## src/rtl/apb_bridge_mc_if.sv

```systemverilog
// Core-side data-memory port plus multi-slave APB bus, bundled for apb_bridge_mc.
// The bridge connects through the master modport; the core and peripherals
// (or a testbench) connect through the slave modport.
interface apb_bridge_mc_if #(
  parameter int ADDR_W  = 32,
  parameter int DATA_W  = 32,
  parameter int NUM_SLV = 4
);
  logic [ADDR_W-1:0]         rv_addr;
  logic [DATA_W-1:0]         rv_wdata;
  logic [DATA_W/8-1:0]       rv_wstrb;
  logic                      rv_mem_write;
  logic                      rv_mem_read;
  logic [DATA_W-1:0]         rv_rdata;
  logic                      rv_err;
  logic                      cpu_stall;
  logic [NUM_SLV-1:0]        PSEL;
  logic                      PENABLE;
  logic                      PWRITE;
  logic [ADDR_W-1:0]         PADDR;
  logic [DATA_W-1:0]         PWDATA;
  logic [DATA_W/8-1:0]       PSTRB;
  logic [NUM_SLV*DATA_W-1:0] PRDATA;
  logic [NUM_SLV-1:0]        PREADY;
  logic [NUM_SLV-1:0]        PSLVERR;

  modport master (
    input  rv_addr, rv_wdata, rv_wstrb, rv_mem_write, rv_mem_read,
    output rv_rdata, rv_err, cpu_stall,
    output PSEL, PENABLE, PWRITE, PADDR, PWDATA, PSTRB,
    input  PRDATA, PREADY, PSLVERR
  );

  modport slave (
    output rv_addr, rv_wdata, rv_wstrb, rv_mem_write, rv_mem_read,
    input  rv_rdata, rv_err, cpu_stall,
    input  PSEL, PENABLE, PWRITE, PADDR, PWDATA, PSTRB,
    output PRDATA, PREADY, PSLVERR
  );
endinterface

```

## src/rtl/apb_bridge_mc.sv

```systemverilog
// Multi-slave APB bridge for the core data-memory port.
// Decodes the peripheral window and slave index, runs SETUP/ACCESS, returns
// PSLVERR or decode errors, and stalls the core until the access retires.
// Optional feature: define APB_TIMEOUT_EN to add an ACCESS-phase watchdog.
module apb_bridge_mc #(
  parameter int                ADDR_W      = 32,
  parameter int                DATA_W      = 32,
  parameter int                NUM_SLV     = 4,
  parameter logic [ADDR_W-1:0] BASE_ADDR   = 32'h4000_0000,
  parameter logic [ADDR_W-1:0] BASE_MASK   = 32'hFFFF_0000,
  parameter int                SEL_LSB     = 12,
  parameter int                TIMEOUT_CYC = 255
) (
  input logic            clk,
  input logic            rst,
  apb_bridge_mc_if.master bus
);
  localparam int STRB_W = DATA_W / 8;
  localparam int IDX_W  = (NUM_SLV > 1) ? $clog2(NUM_SLV) : 1;
  // The select field is decoded at the full 16-slave width so that indices
  // beyond NUM_SLV (e.g. 5 with four slaves) are caught as decode errors
  // instead of aliasing onto a real slave.
  localparam int            DEC_W = 4;
  localparam logic [DEC_W:0] NSLV = (DEC_W+1)'(NUM_SLV);

  if ((DATA_W % 8) != 0 || NUM_SLV < 1 || NUM_SLV > 16 || TIMEOUT_CYC < 1) begin : g_bad_cfg
    $error("apb_bridge_mc: unsupported parameter set");
  end

  typedef enum logic [1:0] {S_IDLE, S_SETUP, S_ACCESS, S_DONE} state_t;

  state_t              r_state, w_nxt;
  logic [NUM_SLV-1:0]  r_psel;
  logic                r_penable;
  logic                r_pwrite;
  logic [ADDR_W-1:0]   r_paddr;
  logic [DATA_W-1:0]   r_pwdata;
  logic [STRB_W-1:0]   r_pstrb;
  logic [IDX_W-1:0]    r_idx;
  logic [DATA_W-1:0]   r_rdata;
  logic                r_err;

  logic [DEC_W-1:0]    w_dec_idx;
  logic                w_dec_ok;
  logic                w_hit;
  logic                w_req;
  logic                w_stall;
  logic                w_timeout;
  logic [NUM_SLV-1:0]  w_onehot;
  logic                w_sel_rdy;
  logic                w_sel_err;
  logic [DATA_W-1:0]   w_sel_rdata;

  assign w_dec_idx = bus.rv_addr[SEL_LSB +: DEC_W];
  assign w_dec_ok  = ({1'b0, w_dec_idx} < NSLV);
  assign w_hit     = ((bus.rv_addr & BASE_MASK) == (BASE_ADDR & BASE_MASK));
  assign w_req     = w_hit && (bus.rv_mem_read || bus.rv_mem_write);

  // Slave select decode and response mux for the latched slave index.
  always_comb begin
    w_onehot    = '0;
    w_sel_rdy   = 1'b0;
    w_sel_err   = 1'b0;
    w_sel_rdata = '0;
    for (int i = 0; i < NUM_SLV; i++) begin
      w_onehot[i] = (w_dec_idx == DEC_W'(i));
      if (r_idx == IDX_W'(i)) begin
        w_sel_rdy   = bus.PREADY[i];
        w_sel_err   = bus.PSLVERR[i];
        w_sel_rdata = bus.PRDATA[i*DATA_W +: DATA_W];
      end
    end
  end

`ifdef APB_TIMEOUT_EN
  localparam int                TO_W    = $clog2(TIMEOUT_CYC + 1);
  localparam logic [TO_W-1:0]   TO_LAST = TO_W'(TIMEOUT_CYC - 1);
  logic [TO_W-1:0] r_to_cnt;

  // Watchdog: counts ACCESS cycles without PREADY, cleared on SETUP entry.
  always_ff @(posedge clk or posedge rst) begin
    if (rst)                                   r_to_cnt <= '0;
    else if (w_nxt == S_SETUP)                 r_to_cnt <= '0;
    else if (r_state == S_ACCESS && !w_sel_rdy) r_to_cnt <= r_to_cnt + 1'b1;
  end

  // Abort on the ACCESS cycle whose increment would reach TIMEOUT_CYC.
  assign w_timeout = (r_state == S_ACCESS) && !w_sel_rdy && (r_to_cnt == TO_LAST);
`else
  assign w_timeout = 1'b0;
`endif

  // FSM state register.
  always_ff @(posedge clk or posedge rst) begin
    if (rst) r_state <= S_IDLE;
    else     r_state <= w_nxt;
  end

  // Next-state decode and combinational core stall.
  always_comb begin
    w_nxt   = r_state;
    w_stall = 1'b0;
    case (r_state)
      S_IDLE: begin
        w_stall = w_req;
        if (w_req) w_nxt = w_dec_ok ? S_SETUP : S_DONE;
      end
      S_SETUP: begin
        w_stall = 1'b1;
        w_nxt   = S_ACCESS;
      end
      S_ACCESS: begin
        w_stall = 1'b1;
        if (w_sel_rdy || w_timeout) w_nxt = S_DONE;
      end
      S_DONE:  w_nxt = S_IDLE;
      default: w_nxt = S_IDLE;
    endcase
  end

  // APB request capture, phase control and completion results.
  always_ff @(posedge clk or posedge rst) begin
    if (rst) begin
      r_psel    <= '0;
      r_penable <= 1'b0;
      r_pwrite  <= 1'b0;
      r_paddr   <= '0;
      r_pwdata  <= '0;
      r_pstrb   <= '0;
      r_idx     <= '0;
      r_rdata   <= '0;
      r_err     <= 1'b0;
    end else begin
      case (r_state)
        S_IDLE: begin
          if (w_req) begin
            if (w_dec_ok) begin
              r_paddr  <= bus.rv_addr;
              r_pwdata <= bus.rv_wdata;
              r_pwrite <= bus.rv_mem_write;
              r_pstrb  <= bus.rv_mem_write ? bus.rv_wstrb : '0;
              r_idx    <= w_dec_idx[IDX_W-1:0];
              r_psel   <= w_onehot;
            end else begin
              r_err   <= 1'b1;
              r_rdata <= '0;
            end
          end
        end
        S_SETUP: r_penable <= 1'b1;
        S_ACCESS: begin
          if (w_sel_rdy) begin
            r_err     <= w_sel_err;
            if (!r_pwrite) r_rdata <= w_sel_rdata;
            r_psel    <= '0;
            r_penable <= 1'b0;
          end else if (w_timeout) begin
            r_err     <= 1'b1;
            r_rdata   <= '0;
            r_psel    <= '0;
            r_penable <= 1'b0;
          end
        end
        default: ;
      endcase
    end
  end

  assign bus.PSEL      = r_psel;
  assign bus.PENABLE   = r_penable;
  assign bus.PWRITE    = r_pwrite;
  assign bus.PADDR     = r_paddr;
  assign bus.PWDATA    = r_pwdata;
  assign bus.PSTRB     = r_pstrb;
  assign bus.rv_rdata  = r_rdata;
  assign bus.rv_err    = r_err;
  assign bus.cpu_stall = w_stall;
endmodule

```

## src/flat_wrapper.sv

```systemverilog
// flat-port wrapper written by rule: the top's interface ports become plain ports
module apb_bridge_mc_flat 
#(
  parameter int                ADDR_W      = 32,
  parameter int                DATA_W      = 32,
  parameter int                NUM_SLV     = 4,
  parameter logic [ADDR_W-1:0] BASE_ADDR   = 32'h4000_0000,
  parameter logic [ADDR_W-1:0] BASE_MASK   = 32'hFFFF_0000,
  parameter int                SEL_LSB     = 12,
  parameter int                TIMEOUT_CYC = 255
)
  (clk, rst, bus_rv_addr, bus_rv_wdata, bus_rv_wstrb, bus_rv_mem_write, bus_rv_mem_read, bus_rv_rdata, bus_rv_err, bus_cpu_stall, bus_PSEL, bus_PENABLE, bus_PWRITE, bus_PADDR, bus_PWDATA, bus_PSTRB, bus_PRDATA, bus_PREADY, bus_PSLVERR);
  apb_bridge_mc_if #(.ADDR_W(ADDR_W), .DATA_W(DATA_W), .NUM_SLV(NUM_SLV)) bus_i ();
  input logic clk;
  input logic rst;
  input wire logic [$bits(bus_i.rv_addr)-1:0] bus_rv_addr;
  input wire logic [$bits(bus_i.rv_wdata)-1:0] bus_rv_wdata;
  input wire logic [$bits(bus_i.rv_wstrb)-1:0] bus_rv_wstrb;
  input wire logic [$bits(bus_i.rv_mem_write)-1:0] bus_rv_mem_write;
  input wire logic [$bits(bus_i.rv_mem_read)-1:0] bus_rv_mem_read;
  output wire logic [$bits(bus_i.rv_rdata)-1:0] bus_rv_rdata;
  output wire logic [$bits(bus_i.rv_err)-1:0] bus_rv_err;
  output wire logic [$bits(bus_i.cpu_stall)-1:0] bus_cpu_stall;
  output wire logic [$bits(bus_i.PSEL)-1:0] bus_PSEL;
  output wire logic [$bits(bus_i.PENABLE)-1:0] bus_PENABLE;
  output wire logic [$bits(bus_i.PWRITE)-1:0] bus_PWRITE;
  output wire logic [$bits(bus_i.PADDR)-1:0] bus_PADDR;
  output wire logic [$bits(bus_i.PWDATA)-1:0] bus_PWDATA;
  output wire logic [$bits(bus_i.PSTRB)-1:0] bus_PSTRB;
  input wire logic [$bits(bus_i.PRDATA)-1:0] bus_PRDATA;
  input wire logic [$bits(bus_i.PREADY)-1:0] bus_PREADY;
  input wire logic [$bits(bus_i.PSLVERR)-1:0] bus_PSLVERR;
  assign bus_i.rv_addr = bus_rv_addr;
  assign bus_i.rv_wdata = bus_rv_wdata;
  assign bus_i.rv_wstrb = bus_rv_wstrb;
  assign bus_i.rv_mem_write = bus_rv_mem_write;
  assign bus_i.rv_mem_read = bus_rv_mem_read;
  assign bus_rv_rdata = bus_i.rv_rdata;
  assign bus_rv_err = bus_i.rv_err;
  assign bus_cpu_stall = bus_i.cpu_stall;
  assign bus_PSEL = bus_i.PSEL;
  assign bus_PENABLE = bus_i.PENABLE;
  assign bus_PWRITE = bus_i.PWRITE;
  assign bus_PADDR = bus_i.PADDR;
  assign bus_PWDATA = bus_i.PWDATA;
  assign bus_PSTRB = bus_i.PSTRB;
  assign bus_i.PRDATA = bus_PRDATA;
  assign bus_i.PREADY = bus_PREADY;
  assign bus_i.PSLVERR = bus_PSLVERR;
  apb_bridge_mc #(.ADDR_W(ADDR_W), .DATA_W(DATA_W), .NUM_SLV(NUM_SLV), .BASE_ADDR(BASE_ADDR), .BASE_MASK(BASE_MASK), .SEL_LSB(SEL_LSB), .TIMEOUT_CYC(TIMEOUT_CYC)) u_core (.clk(clk), .rst(rst), .bus(bus_i));
endmodule
```

## config.mk

```make
export PLATFORM = sky130hd
export DESIGN_NAME = apb_bridge_mc_flat
export DESIGN_NICKNAME = d
export VERILOG_FILES = /design/src/rtl/apb_bridge_mc_if.sv /design/src/rtl/apb_bridge_mc.sv /design/src/flat_wrapper.sv
export SDC_FILE = /design/constraint.sdc
export NUM_CORES = 1
export LEC_CHECK = 0
export BUFFER_PORTS_ARGS = -buffer_cell sky130_fd_sc_hd__buf_4
export CAP_MARGIN = 40
export CORE_AREA = 3 3 123 125
export CTS_CLUSTER_SIZE = 25
export DETAILED_ROUTE_END_ITERATION = 8
export DIE_AREA = 0 0 126 128
export PLACE_DENSITY_LB_ADDON = 0.12
export SLEW_MARGIN = 40
export SYNTH_ARGS = -nofsm -noshare
export SYNTH_HDL_FRONTEND = slang
export SYNTH_SLANG_ARGS = --single-unit
export TNS_END_PERCENT = 20
```

## constraint.sdc

```tcl
create_clock -name clk -period 5.3 [get_ports clk]
set_input_delay 1.59 -clock clk [delete_from_list [all_inputs] [get_ports clk]]
set_output_delay 1.59 -clock clk [all_outputs]
set_load 0.02 [all_outputs]
```

# After elaboration in Yosys (flattened, before gate mapping)
# Index checks and enable logic that the tools add are counted.
[totals] register_bits=111 inputBits=208 out_inout_bits=108 elab_cells=73
[op_classes] magnitude_cmp=1 n_eq_ne=15 mux=33 reduce_logical=14
[op_table] cell="32-bit two-way mux" n=8
[op_table] cell="32-bit case mux with 2 select lines" n=1
[op_table] cell="16-bit by 15-bit equality test with 1-bit output, second input constant" n=1
[op_table] cell="4-bit two-way mux" n=4
[op_table] cell="1-bit two-way mux" n=12
[op_table] cell="2-bit equality test, second input constant" n=4
[op_table] cell="4-bit by 2-bit equality test with 1-bit output, second input constant" n=2
[op_table] cell="2-bit case mux with 4 select lines" n=1
[op_table] cell="4-bit case mux with 2 select lines" n=1
[op_table] cell="4-bit AND reduction" n=2
[op_table] cell="2-bit two-way mux" n=3
[op_table] cell="2-bit by 1-bit != test with 1-bit output, second input constant" n=3
[op_table] cell="1-bit case mux with 2 select lines" n=3
[op_table] cell="5-bit AND reduction" n=1
[op_table] cell="2-bit by 1-bit equality test with 1-bit output, second input constant" n=2
[op_table] cell="4-bit by 1-bit equality test with 1-bit output, second input constant" n=1
[op_table] cell="2-bit logical NOT" n=2
[op_table] cell="4-bit logical NOT" n=1
[op_table] cell="4-bit by 3-bit < comparator with 1-bit output, second input constant" n=1
[op_table] cell="2-bit != test, second input constant" n=2
[op_table] cell="2-bit AND reduction" n=2
[op_table] cell="2-bit nonzero test" n=2
[op_table] cell="3-bit AND reduction" n=1
[op_table] cell="2-bit OR reduction" n=1
[op_table] cell="other kinds (2)" n=2

# Depth between registers and ports, before layout
[logic_depth] depth_word=8 depth_mapped=8 ltp_nobuf=7

# Worst setup path before layout
# OpenSTA, ideal clock, no wires.
[synth_timing] kind="input to output" start="input bus_rv_addr[17]" end="output bus_cpu_stall" arrival_time_ps=2825 required_ps=3710 setup_slack_ps=885 cell_stages=5 path_buffers=0 cell_sequence="nor4_1 o211ai_1 or2_2 o21a_1 nor2_1"
[synth_via] elab_chain_len=3
[synth_rtl] element="start, declared" line="flat_wrapper.sv:16" rtl="input wire logic [$bits(bus_i.rv_addr)-1:0] bus_rv_addr;"
[synth_rtl] element="16-bit by 15-bit equality test with 1-bit output" line="apb_bridge_mc.sv:56" rtl="assign w_hit = ((bus.rv_addr & BASE_MASK) == (BASE_ADDR & BASE_MASK));"
[synth_rtl] element="1-bit logical AND" line="apb_bridge_mc.sv:57" rtl="assign w_req = w_hit && (bus.rv_mem_read || bus.rv_mem_write);"
[synth_rtl] element="1-bit case mux with 2 select lines" line="apb_bridge_mc.sv:103" rtl="case (r_state)"
[synth_rtl] element="end, declared" line="flat_wrapper.sv:23" rtl="output wire logic [$bits(bus_i.cpu_stall)-1:0] bus_cpu_stall;"
# No other way between the ends.

# Worst setup path after layout
[layout_timing] start="input bus_rv_addr[16]" end="output bus_cpu_stall"
# The elaborated chain is that of the path after synthesis.

==> flow_metrics.tcl <==
set metrics [dict create \
    status "completed" \
    htreeDepth 3 \
    ir_worst_vdd_mv 0.467 \
    drt-wirelength-per-cell_microns 18.8 \
    tightest_slew_ps 727 \
    postCtsSetupBuffers 0 \
    antenna_found_initial 0 \
    synthesis.area_sq_um 5070 \
    root_buffer "clkbuf_16" \
    die_area_sq_um 16100 \
    cts_tree "yes" \
    hold_class "reg -> reg" \
    finalCriticalPeriod_ps 4600 \
    hold_depth 1 \
    hold_viol_final 0 \
    drc 0 \
    power.leakage_nw 3.99 \
    drt-initial-drc-count 160 \
    period_share_pct 86.9 \
    synthArstFlopShare_pct 100 \
    ys_seq_elements 109 \
    antenna_left 0 \
    port_buffers 315 \
    vias 4134 \
    grt_max_degree 80 \
    initial_core_util_pct 36.3 \
    crit_path_start_kind "input port" \
    grt_pass1_vias 4466 \
    fin_skew_ps 4.92 \
    cts.sinks 109 \
    area_growth_syn_to_layout_pct 55.0 \
    cp.arrival_ps 3010 \
    num_io_pins 316 \
    fill_cells 1218 \
    p_total_mw 2.72 \
    synth.avg_cell_area_sq_um 15.2 \
    drt_pre_antenna_iters 4 \
    ys_top_cells_by_count "dfrtp_1, mux2_2, mux4_2, a22o_1, nor2b_1" \
    fp-row-count 43 \
    p_per_area_nw_per_um2 346 \
    hold_buffers 0 \
    antenna_cells 0 \
    pre_cts_slack_ps 711 \
    netlist_instances 334 \
    hpwl_microns 12100 \
    yosysTopAreaCell "dfrtp_1" \
    finalSetupViolCount 0 \
    die_width_microns 126 \
    clk_pin_slew_worst_paths_ps 70 \
    cap_violations 0 \
    setup_ws_ps 696 \
    fin_nets 854 \
    synth_top_area_share_pct 53.7 \
    synth.area.top_cells "dfrtp_1, mux4_2, mux2_2, a22o_1, nor2b_1" \
    fmax_mhz 217 \
    grt_overflow 0 \
    r2r_cells 6 \
    synth.distinct_cells 34 \
    drive_gt1_share_pct 66.0 \
    ys_seq_area_share_pct 53.7 \
    yosysWarningCount 0 \
    wl_microns 15600 \
    grt_usage_pct 19.0 \
    syn_nets 546 \
    finalMaxSlewViolations 0 \
    vias_per_cell 5.00 \
    fp.dieH_microns 128 \
    gp_congestion 0.822 \
    path_class "in -> out" \
    synth_edf_count 0 \
    cts_resized 0 \
    worstSkewPairLatency_ps 350 \
    relSlewSlack_pct 51.5 \
    cts_buffers 9 \
    worst-path-max-fanout 3 \
    worstSetupEndpointType "output pin" \
    synth_most_common_cell "dfrtp_1" \
    rsz0062_at_grt "no" \
    fin_tns_setup_ps 0 \
    synth_flop_cell "dfrtp_1" \
    grt_pass1_wl_microns 24000 \
    core-area_sq_um 14000 \
    required_ps 3710 \
    cts_buffer_depth 2 \
]
## layer usage
| layer | vias to the layer above | part of all wire (%) | wire [microns] | track usage [%] |
|---|---|---|---|---|
| met4 | 0 | 1.8 | 279 | 4.29 |
| li1 | 1887 | - | - | - |
| met5 | - | 0 | 0 | 0 |
| met2 | 204 | 52 | 8140 | 34.4 |
| met1 | 2015 | 36 | 5650 | 21.0 |
| met3 | 28 | 9.7 | 1500 | 7.67 |
## placed cells by master, fill, tap and decap left out, types with 2 or more instances in the layout
cell       count
o2bb2ai_1      4
buf_4        318
nor2_1         4
mux4_2        33
inv_1          8
dfrtp_1      107
nor4_1         5
or2_2          2
mux2i_1        7
a22o_1        32
o21a_1         2
inv_6          4
and2_1         2
mux2_2        48
ha_1           4
o211ai_1       2
nand3_1        4
nand2_1        6
clkbuf_16      9
o21ai_0        8
nor2b_1       19
## logic make-up (layout without fill, tap and decap cells)
group | after synthesis | after routing | share of synthesized area [%]
AO/OA/AOI/OAI | 55 | 55 | 9.07
adder cells (fa/ha/maj) | 4 | 4 | 0.986
buffers and inverters | 31 | 344 | 3.72
flip-flops | 109 | 109 | 53.7
multiplexers | 88 | 88 | 26.7
AND/OR/NAND/NOR | 47 | 47 | 5.79
## path summary, 6_finish.rpt
path,startpoint,endpoint,slack [ps]
max in group asynchronous,rst,u_core.bus.rv_rdata[27],3050
worst min register to register,u_core.bus.PADDR[30],u_core.bus.PADDR[30],490
worst max-delay path,bus_rv_addr[16],bus_cpu_stall,700
min in group asynchronous,rst,u_core.bus.PWDATA[6],1360
worst max register to register,u_core.r_idx[0],u_core.bus.rv_rdata[11],2810
worst min-delay path,u_core.bus.PADDR[30],u_core.bus.PADDR[30],490
## registers in the layout, summed over array words and instances (netlist names)
name                 cells
u_core.bus.rv_rdata     32
u_core.bus.PWRITE        1
u_core.bus.rv_err        1
u_core.r_state           2
u_core.bus.PSEL          4
u_core.bus.PSTRB         4
u_core.bus.PWDATA       32
u_core.bus.PENABLE       1
u_core.bus.PADDR        31
u_core.r_idx             1
## through the flow
step	utilization [%]	cell area [sq um]	hold slack [ps]	instances
2_1_floorplan	-	5070	532	334
3_3_place_gp	54.0	7560	457	811
3_5_place_dp	54.1	7560	476	811
4_1_cts	56.2	7860	494	827
5_1_grt	56.2	7860	504	827
6_report	56.2	7860	487	827
## area by class of cell
cell class | count | area, sq um | area share [%]
flip-flops and latches | 109 | 2730 | 34.7
clock buffers | 10 | 239 | 3.04
well taps | 180 | 225 | 2.86
repair buffers | 319 | 2410 | 30.6
inverters | 9 | 38.8 | 0.493
clock inverters | 6 | 62.6 | 0.796
multi-input cells | 194 | 2160 | 27.4
## worst max-delay path, stage by stage
cell	delay (ps)
buf_4	110
nor4_1	360
nand2_1	190
or2_2	340
o21a_1	170
nor2_1	90
buf_4	150
## power by group
| part | switching (mW) | leakage [nW] | internal (mW) |
|---|---|---|---|
| clock | 0.327 | 0.149 | 0.345 |
| sequential | 0.0755 | 1.43 | 0.970 |
| combinational | 0.522 | 2.41 | 0.481 |
| total | 0.924 | 3.99 | 1.80 |
No activity file was read; power rests on OpenSTA's default activity.
